==> config.mk <==
export PLATFORM = sky130hd
export DESIGN_NAME = uart_rx
export DESIGN_NICKNAME = d
export VERILOG_FILES = /design/src/rtl/uart_pkg.sv /design/src/rtl/fifo_stack.sv /design/src/rtl/uart_rx.sv
export SDC_FILE = /design/constraint.sdc
export NUM_CORES = 1
export LEC_CHECK = 0
export BUFFER_PORTS_ARGS = -buffer_cell sky130_fd_sc_hd__clkbuf_2
export CORE_ASPECT_RATIO = 1.1
export CORE_UTILIZATION = 40
export CTS_BUF_LIST = sky130_fd_sc_hd__clkbuf_16
export DETAILED_ROUTE_END_ITERATION = 7
export PLACE_DENSITY_LB_ADDON = 0.25
export REMOVE_ABC_BUFFERS = 1
export SLEW_MARGIN = 20
export SYNTH_ARGS = -nofsm -noshare
export SYNTH_HDL_FRONTEND = slang
export SYNTH_HIERARCHICAL = 1
export SYNTH_SLANG_ARGS = --single-unit
==> constraint.sdc <==
create_clock -name clk -period 3.3 [get_ports clk]
set_clock_uncertainty 0.15 [all_clocks]
set_input_delay 0.33 -clock clk [delete_from_list [all_inputs] [get_ports clk]]
set_output_delay 0.33 -clock clk [all_outputs]
set_load 0.05 [all_outputs]
==> src/rtl/uart_pkg.sv <==
// Shared types for the UART receive path.
// Holds the receiver FSM state encoding.
package uart_pkg;

    typedef enum logic [2:0] {
        IDLE,
        START,
        DATA,
        PARITY,
        STOP
    } rx_state_t;

endpackage

==> src/rtl/fifo_stack.sv <==
// Circular-buffer FIFO used as the UART receive queue.
// Head byte reads as zero while empty so the output is defined.
module fifo_stack #(
    parameter int ADDR_WIDTH = 5,
    parameter int DATA_WIDTH = 8
) (
    input  logic                  clk,
    input  logic                  reset,
    input  logic                  clear,
    input  logic                  push,
    input  logic                  pop,
    input  logic [DATA_WIDTH-1:0] din,
    output logic [DATA_WIDTH-1:0] dout,
    output logic [ADDR_WIDTH:0]   size,
    output logic                  empty,
    output logic                  full
);

    localparam int DEPTH = 1 << ADDR_WIDTH;

    logic [DATA_WIDTH-1:0] mem [DEPTH];
    logic [ADDR_WIDTH-1:0] wr_ptr;
    logic [ADDR_WIDTH-1:0] rd_ptr;
    logic [ADDR_WIDTH:0]   count;
    logic                  do_push;
    logic                  do_pop;

    assign full    = (count == (ADDR_WIDTH+1)'(DEPTH));
    assign empty   = (count == '0);
    assign size    = count;
    assign do_push = push && !full && !clear;
    assign do_pop  = pop && !empty && !clear;
    assign dout    = empty ? '0 : mem[rd_ptr];

    always_ff @(posedge clk) begin
        if (do_push) begin
            mem[wr_ptr] <= din;
        end
    end

    always_ff @(posedge clk or negedge reset) begin
        if (!reset) begin
            wr_ptr <= '0;
            rd_ptr <= '0;
            count  <= '0;
        end else if (clear) begin
            wr_ptr <= '0;
            rd_ptr <= '0;
            count  <= '0;
        end else begin
            if (do_push) begin
                wr_ptr <= wr_ptr + 1'b1;
            end
            if (do_pop) begin
                rd_ptr <= rd_ptr + 1'b1;
            end
            if (do_push && !do_pop) begin
                count <= count + 1'b1;
            end else if (do_pop && !do_push) begin
                count <= count - 1'b1;
            end
        end
    end

endmodule

==> src/rtl/uart_rx.sv <==
// UART receiver: synchroniser, centre-sampling FSM, receive FIFO,
// sticky error flags and RTS flow control.
module uart_rx
    import uart_pkg::*;
#(
    parameter int ADDR_WIDTH = 5,
    parameter int RTS_MARGIN = 4
) (
    input  logic                clk,
    input  logic                reset,
    input  logic                clear,
    input  logic                rx,
    output logic                rts,
    input  logic                flow_ctrl,
    input  logic                parity,
    input  logic                stop_bits,
    input  logic                data_bits,
    input  logic [23:0]         baud_reg,
    input  logic                pop,
    output logic [7:0]          data_out,
    output logic [ADDR_WIDTH:0] size,
    output logic                empty,
    output logic                full,
    output logic                frame_error,
    output logic                parity_error,
    output logic                overrun_error
);

    localparam int DEPTH = 1 << ADDR_WIDTH;

    rx_state_t   state;
    logic        rx_q;
    logic        rx_s;
    logic [23:0] counter;
    logic [2:0]  bit_idx;
    logic [7:0]  shift;
    logic        parity_ok;
    logic        stop_ok;
    logic        push_req;
    logic        push;
    logic [23:0] half_m1;
    logic [23:0] bit_m1;
    logic [2:0]  last_idx;
    logic [31:0] free_slots;
    logic        unused_cfg;

    // Only the first stop bit is sampled; the second is plain idle time.
    assign unused_cfg = stop_bits;

    assign half_m1    = {1'b0, baud_reg[23:1]} - 24'd1;
    assign bit_m1     = baud_reg - 24'd1;
    assign last_idx   = data_bits ? 3'd7 : 3'd6;
    assign push       = push_req && !full;
    assign free_slots = 32'(DEPTH) - 32'(size);

    always_ff @(posedge clk or negedge reset) begin
        if (!reset) begin
            rx_q <= 1'b1;
            rx_s <= 1'b1;
        end else begin
            rx_q <= rx;
            rx_s <= rx_q;
        end
    end

    always_ff @(posedge clk or negedge reset) begin
        if (!reset) begin
            state     <= IDLE;
            counter   <= '0;
            bit_idx   <= '0;
            shift     <= '0;
            parity_ok <= 1'b0;
            stop_ok   <= 1'b0;
            push_req  <= 1'b0;
        end else begin
            push_req <= 1'b0;
            unique case (state)
                IDLE: begin
                    counter <= '0;
                    bit_idx <= '0;
                    if (!rx_s) begin
                        shift <= '0;
                        state <= START;
                    end
                end
                START: begin
                    if (counter == half_m1) begin
                        counter <= '0;
                        state   <= rx_s ? IDLE : DATA;
                    end else begin
                        counter <= counter + 24'd1;
                    end
                end
                DATA: begin
                    if (counter == bit_m1) begin
                        counter        <= '0;
                        shift[bit_idx] <= rx_s;
                        if (bit_idx == last_idx) begin
                            state <= parity ? PARITY : STOP;
                        end else begin
                            bit_idx <= bit_idx + 3'd1;
                        end
                    end else begin
                        counter <= counter + 24'd1;
                    end
                end
                PARITY: begin
                    if (counter == bit_m1) begin
                        counter   <= '0;
                        parity_ok <= (rx_s == ^shift);
                        state     <= STOP;
                    end else begin
                        counter <= counter + 24'd1;
                    end
                end
                STOP: begin
                    if (counter == bit_m1) begin
                        counter  <= '0;
                        stop_ok  <= rx_s;
                        push_req <= 1'b1;
                        state    <= IDLE;
                    end else begin
                        counter <= counter + 24'd1;
                    end
                end
                default: state <= IDLE;
            endcase
        end
    end

    // A full FIFO drops the byte even if a pop lands on the same cycle.
    always_ff @(posedge clk or negedge reset) begin
        if (!reset) begin
            frame_error   <= 1'b0;
            parity_error  <= 1'b0;
            overrun_error <= 1'b0;
        end else if (clear) begin
            frame_error   <= 1'b0;
            parity_error  <= 1'b0;
            overrun_error <= 1'b0;
        end else if (push_req) begin
            if (full) begin
                overrun_error <= 1'b1;
            end else begin
                if (!stop_ok) begin
                    frame_error <= 1'b1;
                end
                if (parity && !parity_ok) begin
                    parity_error <= 1'b1;
                end
            end
        end
    end

    always_ff @(posedge clk or negedge reset) begin
        if (!reset) begin
            rts <= 1'b1;
        end else begin
            rts <= flow_ctrl && (free_slots <= 32'(RTS_MARGIN));
        end
    end

    fifo_stack #(
        .ADDR_WIDTH(ADDR_WIDTH),
        .DATA_WIDTH(8)
    ) u_fifo (
        .clk  (clk),
        .reset(reset),
        .clear(clear),
        .push (push),
        .pop  (pop),
        .din  (shift),
        .dout (data_out),
        .size (size),
        .empty(empty),
        .full (full)
    );

endmodule
# [Word-level counts from Yosys, hierarchy flattened]
# Memories as Yosys holds them, arrays and structs flattened.
# Index checks and enable logic that the tools add are counted.
[classes] addsub=9 order_cmp=3 eq_ne=18 muxes=45 reduce_logical=36
[ops] cell="$pmux 24 s3" n=1
[ops] cell="$eq 24x24->1" n=2
[ops] cell="$mux 24" n=2
[ops] cell="$le 32x3->1 const B" n=1
[ops] cell="$mux 3" n=9
[ops] cell="$add 24x1->24 const B" n=1
[ops] cell="$mux 8" n=3
[ops] cell="$sub 23x1->24 const B" n=1
[ops] cell="$sub 24x1->24 const B" n=1
[ops] cell="$mux 5" n=4
[ops] cell="$mux 6" n=3
[ops] cell="$ne 2x2->1 const B" n=9
[ops] cell="$mux 1" n=17
[ops] cell="$pmux 8 s2" n=1
[ops] cell="$pmux 3 s5" n=1
[ops] cell="$reduce_and 3->1" n=4
[ops] cell="$reduce_bool 2->1" n=6
[ops] cell="$add 5x1->5 const B" n=2
[ops] cell="$logic_and 1x1->1" n=10
[ops] cell="$bwmux 8" n=1
[ops] cell="$reduce_xor 8->1" n=1
[ops] cell="$sub 6x6->7 const A" n=1
[ops] cell="$add 6x1->6 const B" n=1
[ops] cell="$eq 3x2->1 const B" n=2
[ops] cell="other kinds (19)" n=27
[word_totals] reg_bits=63 ram_bits=256 inputBits=33 output_inout_bits=20 elab_cells=128 n_memories=1
[mem_list] memory="u_fifo.mem" depth=32 word_bits=8 rd=1 rd_ports_with_merged_regs=0 write_ports=1 line="fifo_stack.sv:21" text="logic [DATA_WIDTH-1:0] mem [DEPTH];"

# [Longest topological paths before layout]
# Gate-level depths: netlist of the first run.
[logic_depth] ltp_word=10 mapped_depth=14 ltp_nobuf=12

# [Modules after synthesis]
# The synthesis of the first run kept the hierarchy.
[modules_own_cells] module="fifo_stack" n_inst=1 cells_each=553 area_each_um2=11041.8
[modules_own_cells] module="uart_rx" n_inst=1 cells_each=541 area_each_um2=4255.3

# [Least setup slack after synthesis of the first run]
# OpenSTA, ideal clock, no wires.
[synth_path] kind="reg2reg" from="register u_fifo.count[3] (netlist: u_fifo/size[3])" to="register u_fifo.count[5] (netlist: u_fifo/size[5])" setup_ns=0.125 arrival_ns=4.385 required_time_ns=3.025 slack_ns=-1.361 stages_incl_launch_ff=13 path_buffers=1 synth_period_minus_slack_ns=4.661 cell_sequence="dfrtp_1 -> or3_1 -> buf_6 -> nor3_1 -> nor2b_1 -> inv_1 -> a311oi_2 -> nand2_1 -> ha_1 -> a211oi_1 -> o21ai_0 -> o211a_1 -> a2111oi_0"
[synth_between] elab_chain_len=8
[synth_lines] item="from (decl)" line="fifo_stack.sv:24" text="logic [ADDR_WIDTH:0] count;"
[synth_lines] item="from (signal assigned)" line="fifo_stack.sv:58" text="count <= count + 1'b1;"
[synth_lines] item="from (signal assigned)" line="fifo_stack.sv:60" text="count <= count - 1'b1;"
[synth_lines] item="$eq 6x6->1 *" line="fifo_stack.sv:28" text="assign full = (count == (ADDR_WIDTH+1)'(DEPTH));"
[synth_lines] item="named net full" line="uart_rx.sv:23" text="output logic full,"
[synth_lines] item="$logic_not 1->1 *" line="uart_rx.sv:53" text="assign push = push_req && !full;"
[synth_lines] item="$logic_and 1x1->1 *" line="uart_rx.sv:53"
[synth_lines] item="named net push" line="uart_rx.sv:40" text="logic push;"
[synth_lines] item="$logic_and 1x1->1 * (2 in a row)" line="fifo_stack.sv:31" text="assign do_push = push && !full && !clear;"
[synth_lines] item="$logic_and 1x1->1 / $logic_not 1->1 (equally long branches)" line="fifo_stack.sv:57, fifo_stack.sv:59"
[synth_lines] item="$mux 6 / $logic_and 1x1->1 (equally long branches)" line="fifo_stack.sv:57, fifo_stack.sv:59"
[synth_lines] item="$mux 6 / $reduce_bool 3->1 (equally long branches)"
# Mark *: on every way through the listed nets, which the timed path passes. The rest lies on a longest branch. The select of a mux whose other input is x is not followed.
# A chain may end at the register's enable or synchronous reset.

# [Worst setup path after layout of the first run]
[layout_path] from="register u_fifo.rd_ptr[0]" to="output port data_out[4]"
[layout_between] elab_chain_len=2
[layout_lines] item="from (decl)" line="fifo_stack.sv:23" text="logic [ADDR_WIDTH-1:0] rd_ptr;"
[layout_lines] item="from (signal assigned)" line="fifo_stack.sv:55" text="rd_ptr <= rd_ptr + 1'b1;"
[layout_lines] item="$mem_v2 32x8"
[layout_lines] item="$mux 8" line="fifo_stack.sv:33" text="assign dout = empty ? '0 : mem[rd_ptr];"
[layout_lines] item="to (decl)" line="uart_rx.sv:20" text="output logic [7:0] data_out,"
# Every way passes these cells.

==> flow_summary.yaml, run 1 <==
clocking:
  clock_path_buffers: 3
  tritoncts.num_buffers: 31
  h-tree-depth: 1
  clkSinkCount: 319
  tritoncts: "done"
  clock_latency_ns: 0.56
  clock-root-buffer: "clkbuf_16"
  clk_pin_slew_worst_paths_ns: 0.06
drt:
  wl_mm: 36.04
  antenna_left: 0
  wl_met2_mm: 18.87
  drtIter0Drc: 610
  via_count: 9755
  wire_per_inst_microns: 20.26
  post-route-drc-count: 0
  drt-met1-wl_mm: 14.88
  dr.pass1.iters: 7
  top_layer_used: "met4"
  met3_length_mm: 1.502
  viasPerCell: 5.483
floorplanning:
  start_util: 0.4090
  dieArea_sq_um: 39030
  rows: 74
  ioPinCount: 53
  dieHeight_microns: 207.1
  die_x_microns: 188.5
  core_sq_um: 37410
placement:
  routabilityCongestion: 0.8400
  place_inst: 1712
  post-place-ws_ns: -0.3515
  numPortBuffers: 51
  dpl.hpwl_mm: 24.49
layout:
  fin_util: 0.4867
  areaGrowthSynthToFinish_pct: 19.01
  drive_above_1_share: 0.2911
  instances_no_fill: 1779
  antenna-diode-count: 0
  final_nets: 1308
critical_path:
  crit_start: "u_fifo/rd_ptr[0]"
  arrival_ns: 2.75
  cp-endpoint: "data_out[4]"
  cp-end-kind: "output pin"
  r2r_start: "counter[9]"
  r2r_slack_ns: 0.20
  crit_type: "flip-flop to output pin"
  r2r.worst_path.cells: 11
  timing.rr.end: "counter[0]"
  cp-start-kind: "flip-flop"
  cp_max_fo: 8
  required_ns: 2.82
grt:
  gr-total-overflow: 0
  gr-usage-all-layers: 0.1860
  first_global_vias: 9934
  grt_pass1_wl_mm: 56.32
  grt_antenna_before_repair: 0
  grt_max_degree: 65
hold_path:
  hp-class: "input port to flip-flop"
  worstHoldStart: "pop"
logic_synthesis:
  synth-seq-cells: 319
  seq_area_frac_synth: 0.6058
  yosysWarnings: 6
  synth_commonest_cells: "256 x edfxtp_1, 83 x nor2_1, 64 x mux4_2, 60 x dfrtp_1, 54 x xnor2_1"
  synth_area_leader_cell: "edfxtp_1"
  syn_inst: 1094
  synth_edf_count: 256
  synth-main-ff-cell: "edfxtp_1"
  synthTopCellsByArea: "edfxtp_1 50%, dfrtp_1 9.8%, mux4_2 9.4%"
  syn_avg_cell_area_sq_um: 13.98
  synth_most_common_cell: "edfxtp_1"
  synth_top_area_share: 0.5025
  synthArstFlopShare: 0.1975
  synth_cell_types: 78
  synth_area_sq_um: 15300
timing:
  setup_viol: 0
  hold_viol_final: 0
  worst_pin_slew_ns: 0.9103
  clock.fmax_ghz: 0.3097
  period_minus_slack_ns: 3.229
  slew_viol_final: 0
  layout_worst_path_cycle_share: 0.9786
  max_slew_margin: 0.3931
  setup_slack_ns: 0.07070
  tns_ns: 0
  rsz0062_at_grt: "false"
  whs_ns: 0.07513
job:
  maxCapViolations: 0
power:
  cellPowerDensity_nw_per_um2: 531.1
  ir_drop_v: 0.0004051
  power.leakage_nw: 7.084
status:
  outcome: "finished, final reports clean"
==> worst min-delay path by stage <==
stage,end,cells past startpoint
4_1_cts,u_fifo/rd_ptr[4],3
3_3_place_gp,rx_s,0
5_1_grt,u_fifo/rd_ptr[4],3
3_5_place_dp,rx_s,0
6_report,u_fifo/rd_ptr[4],3
2_1_floorplan,bit_idx[0],0
==> critical path, cell delays in order, from the launching register on <==
cell,delay (ns)
dfrtp_4,0.53
buf_12,0.16
mux4_2,0.51
a22o_1,0.28
a221oi_1,0.33
o22ai_1,0.13
clkbuf_2,0.25
==> stage by stage <==
step | instance area, sq um | power (mW)
6_report | 18210 | 9.669
5_1_grt | 18210 | 10.07
4_1_cts | 18090 | 9.696
3_5_place_dp | 17000 | 6.258
3_3_place_gp | 17000 | 6.237
2_1_floorplan | 14910 | 5.615
==> sequential cells by signal, indices dropped and copies added, names as in the netlist <==
| signal | flops |
|---|---|
| bit_idx | 3 |
| counter | 24 |
| frame_error | 1 |
| overrun_error | 1 |
| parity_error | 1 |
| parity_ok | 1 |
| push_req | 1 |
| rts | 1 |
| rx_q | 1 |
| rx_s | 1 |
| shift | 8 |
| state | 3 |
| stop_ok | 1 |
| u_fifo/mem | 256 |
| u_fifo/rd_ptr | 5 |
| u_fifo/size | 6 |
| u_fifo/wr_ptr | 5 |
==> cells in the final DEF (no fill, tap or decap), types with 6 or more instances in the layout <==
| cell | netlist | layout |
|---|---|---|
| a21o_1 | 15 | 15 |
| a21oi_1 | 25 | 25 |
| a221oi_2 | 6 | 14 |
| a22o_1 | 32 | 32 |
| a31oi_1 | 13 | 13 |
| and3_1 | 8 | 8 |
| buf_12 | 0 | 6 |
| buf_4 | 2 | 150 |
| clkbuf_16 | 0 | 32 |
| clkbuf_2 | 0 | 46 |
| clkinv_1 | 0 | 7 |
| dfrtp_1 | 60 | 55 |
| edfxtp_1 | 256 | 256 |
| ha_1 | 13 | 13 |
| inv_1 | 27 | 35 |
| mux2i_1 | 7 | 7 |
| mux4_2 | 64 | 64 |
| nand2_1 | 49 | 49 |
| nand2b_1 | 11 | 11 |
| nand3_1 | 28 | 28 |
| nand3b_1 | 9 | 9 |
| nand4_1 | 12 | 12 |
| nor2_1 | 83 | 83 |
| nor2b_1 | 14 | 14 |
| nor3_1 | 17 | 16 |
| nor4_1 | 15 | 13 |
| o211ai_1 | 9 | 9 |
| o21ai_0 | 29 | 28 |
| o22ai_1 | 14 | 13 |
| o31ai_1 | 7 | 7 |
| or2_2 | 10 | 10 |
| or3_1 | 10 | 10 |
| or4_1 | 9 | 9 |
| xnor2_1 | 54 | 54 |
| xor2_1 | 24 | 24 |
==> power breakdown <==
| group | switching [mW] | internal, mW |
|---|---|---|
| Combinational | 1.05 | 0.823 |
| Sequential | 0.0486 | 4.34 |
| Clock | 1.46 | 1.94 |
| Total | 2.57 | 7.10 |
==> area by class of cell <==
class	count	area [sq um]
Clock buffer	31	775.7
Clock inverter	26	202.7
Fill cell	3291	19200
Inverter	27	101.3
Multi-Input combinational cell	668	5619
Sequential cell	319	9276
Tap cell	494	618.1
Timing Repair Buffer	214	1612
==> what timing repair did <==
item,4_1_cts,5_1_grt
buffers inserted,1,4
endpoints found under the setup margin,8,23
gates resized for setup,11,12
pin swaps,0,1
hold endpoints to repair,63,0
cloned,0,1
hold buffers,4,0
==> layer usage <==
metal	track usage	vias to the layer above
met5	0	-
met4	0.05117	0
met3	0.02220	49
met2	0.3347	220
met1	0.2345	4897
li1	-	4589
==> cells by family after synthesis <==
group | count (synthesis) | synth area share
flops | 319 | 0.6058
simple gates | 299 | 0.1035
compound gates | 203 | 0.1010
buf+inv | 107 | 0.03206
xor+xnor | 78 | 0.04466
mux | 74 | 0.1010
fa+ha+maj | 14 | 0.01194
Note: power is estimated with default switching activity, not from simulation.
==> inputs of run 2 (changes only) <==
--- a/config.mk
+++ b/config.mk
@@ -10,6 +10,7 @@
 export CORE_UTILIZATION = 40
 export CTS_BUF_LIST = sky130_fd_sc_hd__clkbuf_16
 export DETAILED_ROUTE_END_ITERATION = 7
+export MAX_ROUTING_LAYER = met4
 export PLACE_DENSITY_LB_ADDON = 0.25
 export REMOVE_ABC_BUFFERS = 1
 export SLEW_MARGIN = 20
==> run 2 against run 1 <==
Final cell count decreased by 0.17%; hold slack got worse by 0.0025 ns; flip-flop and latch count unchanged; fmax increased by 0.21%; wire length about the same; cell area decreased by 0.18%; global-route usage increased by 0.58 points; setup slack improved by 0.0067 ns; sequential share of layout area increased by 0.091 points; first-iteration DRC count decreased by 8.2%; critical path type unchanged; critical endpoint unchanged; largest power group unchanged; highest routed layer unchanged.
==> flow_summary.yaml, run 2 (synthesis gave the netlist of run 1 again) <==
clocking:
  clock_latency_ns: 0.56
  clk_pin_slew_worst_paths_ns: 0.06
  clock-root-buffer: "clkbuf_16"
  clock_path_buffers: 3
  clkSinkCount: 319
  tritoncts: "done"
  h-tree-depth: 1
  tritoncts.num_buffers: 31
layout:
  fin_util: 0.4858
  final_common_cell: "edfxtp_1"
  areaGrowthSynthToFinish_pct: 18.80
  seqCellArea_sq_um: 9276
  antenna-diode-count: 0
  multi_input_area_sq_um: 5613
  final_nets: 1305
  largestRegisters: "u_fifo/mem: 256 flops, counter: 24 flops, shift: 8 flops"
  final_cell_area_sq_um: 18170
  final_cell_mix: "256 x edfxtp_1, 148 x buf_4, 83 x nor2_1"
  top_register: "u_fifo/mem"
  fillers: 3291
  largest_reg_flops: 256
  drive_above_1_share: 0.2894
  instances_no_fill: 1776
timing:
  whs_ns: 0.07259
  period_minus_slack_ns: 3.223
  rsz0062_at_grt: "true"
  worst_pin_slew_ns: 0.9126
  setup_slack_ns: 0.07740
  clock.fmax_ghz: 0.3103
  hold_viol_final: 0
  max_slew_margin: 0.3916
  setup_viol: 0
  slew_viol_final: 0
  layout_worst_path_cycle_share: 0.9765
critical_path:
  arrival_ns: 2.74
  cp_max_fo: 8
  cp-end-kind: "output pin"
  required_ns: 2.82
  crit_type: "flip-flop to output pin"
  cp-start-kind: "flip-flop"
placement:
  dpl_cell_area_sq_um: 17000
  place_inst: 1712
  numPortBuffers: 51
  routabilityCongestion: 0.8564
  dpl.hpwl_mm: 24.49
  post-place-ws_ns: -0.3515
drt:
  wire_per_inst_microns: 20.29
  top_layer_used: "met4"
  via_count: 9811
  dr.pass1.iters: 5
  viasPerCell: 5.524
  wl_mm: 36.03
  antenna_left: 0
  post-route-drc-count: 0
  drt-met1-wl_mm: 14.97
  drtIter0Drc: 560
  wl_met2_mm: 18.77
  met3_length_mm: 1.509
hold_path:
  hp-class: "input port to flip-flop"
grt:
  gr-usage-all-layers: 0.1918
  gr-total-overflow: 0
  grt_antenna_before_repair: 0
  first_global_vias: 9950
  grt_max_degree: 65
  grt_pass1_wl_mm: 56.31
power:
  p_int_mw: 7.077
  p_clk_frac: 0.353
  switching_share: 0.2648
  switching_power_mw: 2.549
  power.leakage_nw: 7.066
  p_seq_frac: 0.456
  p_comb_frac: 0.190
  ir_drop_v: 0.0004018
  cellPowerDensity_nw_per_um2: 529.7
floorplanning:
  rows: 74
  core_sq_um: 37410
  dieHeight_microns: 207.1
  die_x_microns: 188.5
  start_util: 0.4090
  dieArea_sq_um: 39030
  ioPinCount: 53
job:
  maxCapViolations: 0
status:
  outcome: "finished, final reports clean"
run 2: per-layer routing:
metal | global-route usage | vias to the layer above
met3 | 0.02186 | 57
met4 | 0.05117 | 0
met2 | 0.3346 | 234
met5 | - | -
li1 | - | 4576
met1 | 0.2351 | 4944
run 2: final timing paths:
path / cells past startpoint / slack, ns / start / to
setup / recovery: 6 / 0.08 / u_fifo/rd_ptr[0] / data_out[4]
hold / removal: 3 / 0.07 / pop / u_fifo/rd_ptr[4]
setup reg to reg: 11 / 0.20 / counter[9] / counter[0]
hold reg to reg: 0 / 0.21 / rx_q / rx_s
max in group asynchronous: 3 / 2.02 / reset / u_fifo/rd_ptr[0]
min in group asynchronous: 3 / 0.32 / reset / counter[19]
run 2: worst max-delay path: stages (launching register included):
cell and delay (ns):
dfrtp_4 0.53, buf_12 0.17, mux4_2 0.51, a22o_1 0.28, a221oi_1 0.32, o22ai_1 0.13
clkbuf_2 0.25
run 2: stage by stage:
stage	power [mW]	TNS [ns]
detailed placement	6.258	-9.425
finish	9.626	0
floorplan	5.615	-220.24
global route	10.02	-0.01652
global placement	6.237	-7.085
CTS	9.696	0
run 2: cell type report:
cell class,instances,share of cell area
clock buffer,31,0.04269
clock inverter,26,0.01115
inverter,27,0.005577
multi-input combinational,668,0.3089
sequential,319,0.5105
tap,494,0.03401
timing repair buffer,211,0.08724
run 2: what timing repair did:
action                                  in CTS  in global routing
resized for setup                           11                  9
pin swaps                                    0                  1
hold buffers                                 4                  0
buffers inserted                             1                  1
endpoints found under the hold margin       63                  0
endpoints found under the setup margin       8                 23
gates cloned                                 0                  1
run 2: power by group through the flow:
stage	Sequential, mW	Clock (mW)	Combinational [mW]
global route	4.40	3.64	1.99
global placement	4.50	0	1.74
detailed placement	4.50	0	1.76
floorplan	4.82	0	0.796
CTS	4.39	3.48	1.82
finish	4.39	3.40	1.83
==> inputs of run 3 (changes only) <==
--- a/config.mk
+++ b/config.mk
@@ -5,13 +5,12 @@
 export SDC_FILE = /design/constraint.sdc
 export NUM_CORES = 1
 export LEC_CHECK = 0
-export BUFFER_PORTS_ARGS = -buffer_cell sky130_fd_sc_hd__clkbuf_2
-export CORE_ASPECT_RATIO = 1.1
+export BUFFER_PORTS_ARGS = -buffer_cell sky130_fd_sc_hd__buf_2
+export CORE_ASPECT_RATIO = 1.25
 export CORE_UTILIZATION = 40
 export CTS_BUF_LIST = sky130_fd_sc_hd__clkbuf_16
 export DETAILED_ROUTE_END_ITERATION = 7
 export MAX_ROUTING_LAYER = met4
-export PLACE_DENSITY_LB_ADDON = 0.25
 export REMOVE_ABC_BUFFERS = 1
 export SLEW_MARGIN = 20
 export SYNTH_ARGS = -nofsm -noshare
==> run 3 against run 2 <==
Combinational power about the same; final cell count is 3.0% lower; register-to-register slack gained 0.02 ns; die area about the same; wire length decreased by 6.1%; global-route usage down 0.96 points; first-iteration DRC count grew 18%; highest routed layer unchanged.
==> flow_summary.yaml, run 3 (synthesis gave the netlist of run 1 again) <==
drt:
  viasPerCell: 5.556
  via_count: 9573
  wl_mm: 33.84
  dr.pass1.iters: 6
  wire_per_inst_microns: 19.64
  drtIter0Drc: 661
  antenna_left: 0
  post-route-drc-count: 0
status:
  outcome: "finished, final reports clean"
layout:
  final_nets: 1261
  antenna-diode-count: 0
  areaGrowthSynthToFinish_pct: 16.17
  largestRegisters: "u_fifo/mem: 256 flops, counter: 24 flops, shift: 8 flops"
  final_common_cell: "edfxtp_1"
  instances_no_fill: 1723
  top_register: "u_fifo/mem"
  final_cell_mix: "256 x edfxtp_1, 111 x buf_4, 83 x nor2_1"
  final_cell_area_sq_um: 17770
  drive_above_1_share: 0.2619
  fillers: 3207
  largest_reg_flops: 256
power:
  cellPowerDensity_nw_per_um2: 526.0
  switching_share: 0.2683
  p_clk_frac: 0.333
  ir_drop_v: 0.0003280
  p_int_mw: 6.839
  p_comb_frac: 0.198
  power.leakage_nw: 6.809
  p_seq_frac: 0.470
  switching_power_mw: 2.508
timing:
  worst_pin_slew_ns: 0.9352
  layout_worst_path_cycle_share: 0.9921
  setup_viol: 0
  clock.fmax_ghz: 0.3054
  period_minus_slack_ns: 3.274
  max_slew_margin: 0.3765
  slew_viol_final: 0
  hold_viol_final: 0
  rsz0062_at_grt: "true"
  setup_slack_ns: 0.02607
hold_path:
  hold_end: "u_fifo/rd_ptr[4]"
  min_path_cells: 3
  hp-class: "input port to flip-flop"
  worstHoldStart: "pop"
clocking:
  tritoncts.num_buffers: 29
  clk_pin_slew_worst_paths_ns: 0.06
  h-tree-depth: 1
  tritoncts: "done"
  clock-root-buffer: "clkbuf_16"
  clock_latency_ns: 0.57
  clock_path_buffers: 3
  clkSinkCount: 319
critical_path:
  r2r_start: "counter[5]"
  cp-end-kind: "output pin"
  cp_max_fo: 14
  timing.rr.end: "counter[0]"
  cp-start-kind: "flip-flop"
  crit_type: "flip-flop to output pin"
  r2r.worst_path.cells: 10
  required_ns: 2.82
  r2r_slack_ns: 0.22
  arrival_ns: 2.79
grt:
  first_global_vias: 9736
  grt_antenna_before_repair: 0
  grt_pass1_wl_mm: 53.70
  grt_max_degree: 64
  gr-usage-all-layers: 0.1822
  gr-total-overflow: 0
job:
  maxCapViolations: 0
floorplanning:
  ioPinCount: 53
  rows: 79
  die_x_microns: 176.9
  dieArea_sq_um: 39030
  start_util: 0.4083
  dieHeight_microns: 220.6
  core_sq_um: 37460
placement:
  numPortBuffers: 51
  dpl.hpwl_mm: 23.95
  place_inst: 1655
  routabilityCongestion: 0.9317
  post-place-ws_ns: -0.3687
  dpl_cell_area_sq_um: 16630
[run 3: changes by cell type in the layout (fill, tap and decap cells not counted), sizes merged]
cell / change
buf: +9
bufinv: -2
clkbuf: -53
clkinv: +1
clkinvlp: -1
inv: +1
[run 3: power groups by stage]
stage	combinational, mW	sequential [mW]	clock, mW
final	1.85	4.39	3.11
after global placement	1.71	4.48	0
after floorplan	0.796	4.82	0
after CTS	1.82	4.39	3.18
after global routing	2.00	4.39	3.34
after detailed placement	1.72	4.49	0
[run 3: critical path, cell delays in order (launching register included)]
cell	delay (ns)
dfrtp_4	0.48
buf_12	0.18
buf_12	0.12
mux4_2	0.50
a22o_1	0.21
a221oi_2	0.32
o22ai_1	0.16
buf_2	0.23
[run 3: layout make-up]
type / instances / area, sq um / area share
flip-flops and latches: 319 / 9278 / 0.5221
multi-input cells: 668 / 5647 / 0.3177
repair buffers: 169 / 1261 / 0.07097
clock buffers: 29 / 725.7 / 0.04084
well taps: 486 / 608.1 / 0.03422
clock inverters: 25 / 150.1 / 0.008449
inverters: 27 / 101.3 / 0.005703
[run 3: repair_timing]
action,CTS,global route
gates cloned,0,0
pin swaps,1,1
setup endpoints to repair,7,35
gates resized for setup,9,19
buffers inserted,7,3
hold buffers,4,0
hold endpoints to repair,64,0
[run 3: worst max-delay path by stage]
| stage | from | end | slack [ns] | cells past startpoint |
|---|---|---|---|---|
| detailed placement | baud_reg[15] | counter[0] | -0.37 | 10 |
| global route | u_fifo/rd_ptr[0] | data_out[4] | -0.03 | 7 |
| global placement | baud_reg[16] | counter[0] | -0.35 | 11 |
| floorplan | u_fifo/size[3] | u_fifo/size[5] | -1.45 | 11 |
| finish | u_fifo/rd_ptr[0] | data_out[4] | 0.03 | 7 |
| CTS | u_fifo/rd_ptr[0] | data_out[2] | 0.002 | 7 |
[run 3: metal layers]
layer	up-vias	GRT usage	wire length (microns)
li1	4495	-	-
met5	-	-	0
met3	62	0.02646	1235
met4	0	0.06925	926
met1	4785	0.2197	14390
met2	231	0.3090	17290
[run 3: metrics by stage]
stage	setup TNS, ns	hold slack [ns]	total power [mW]	util
floorplan	-220.24	-0.1156	5.615	-
global placement	-9.743	0.2309	6.190	0.4440
detailed placement	-10.12	0.2336	6.210	0.4440
CTS	0	0.004111	9.393	0.4712
global route	-0.08305	0.01461	9.732	0.4744
finish	0	0.03416	9.347	0.4744
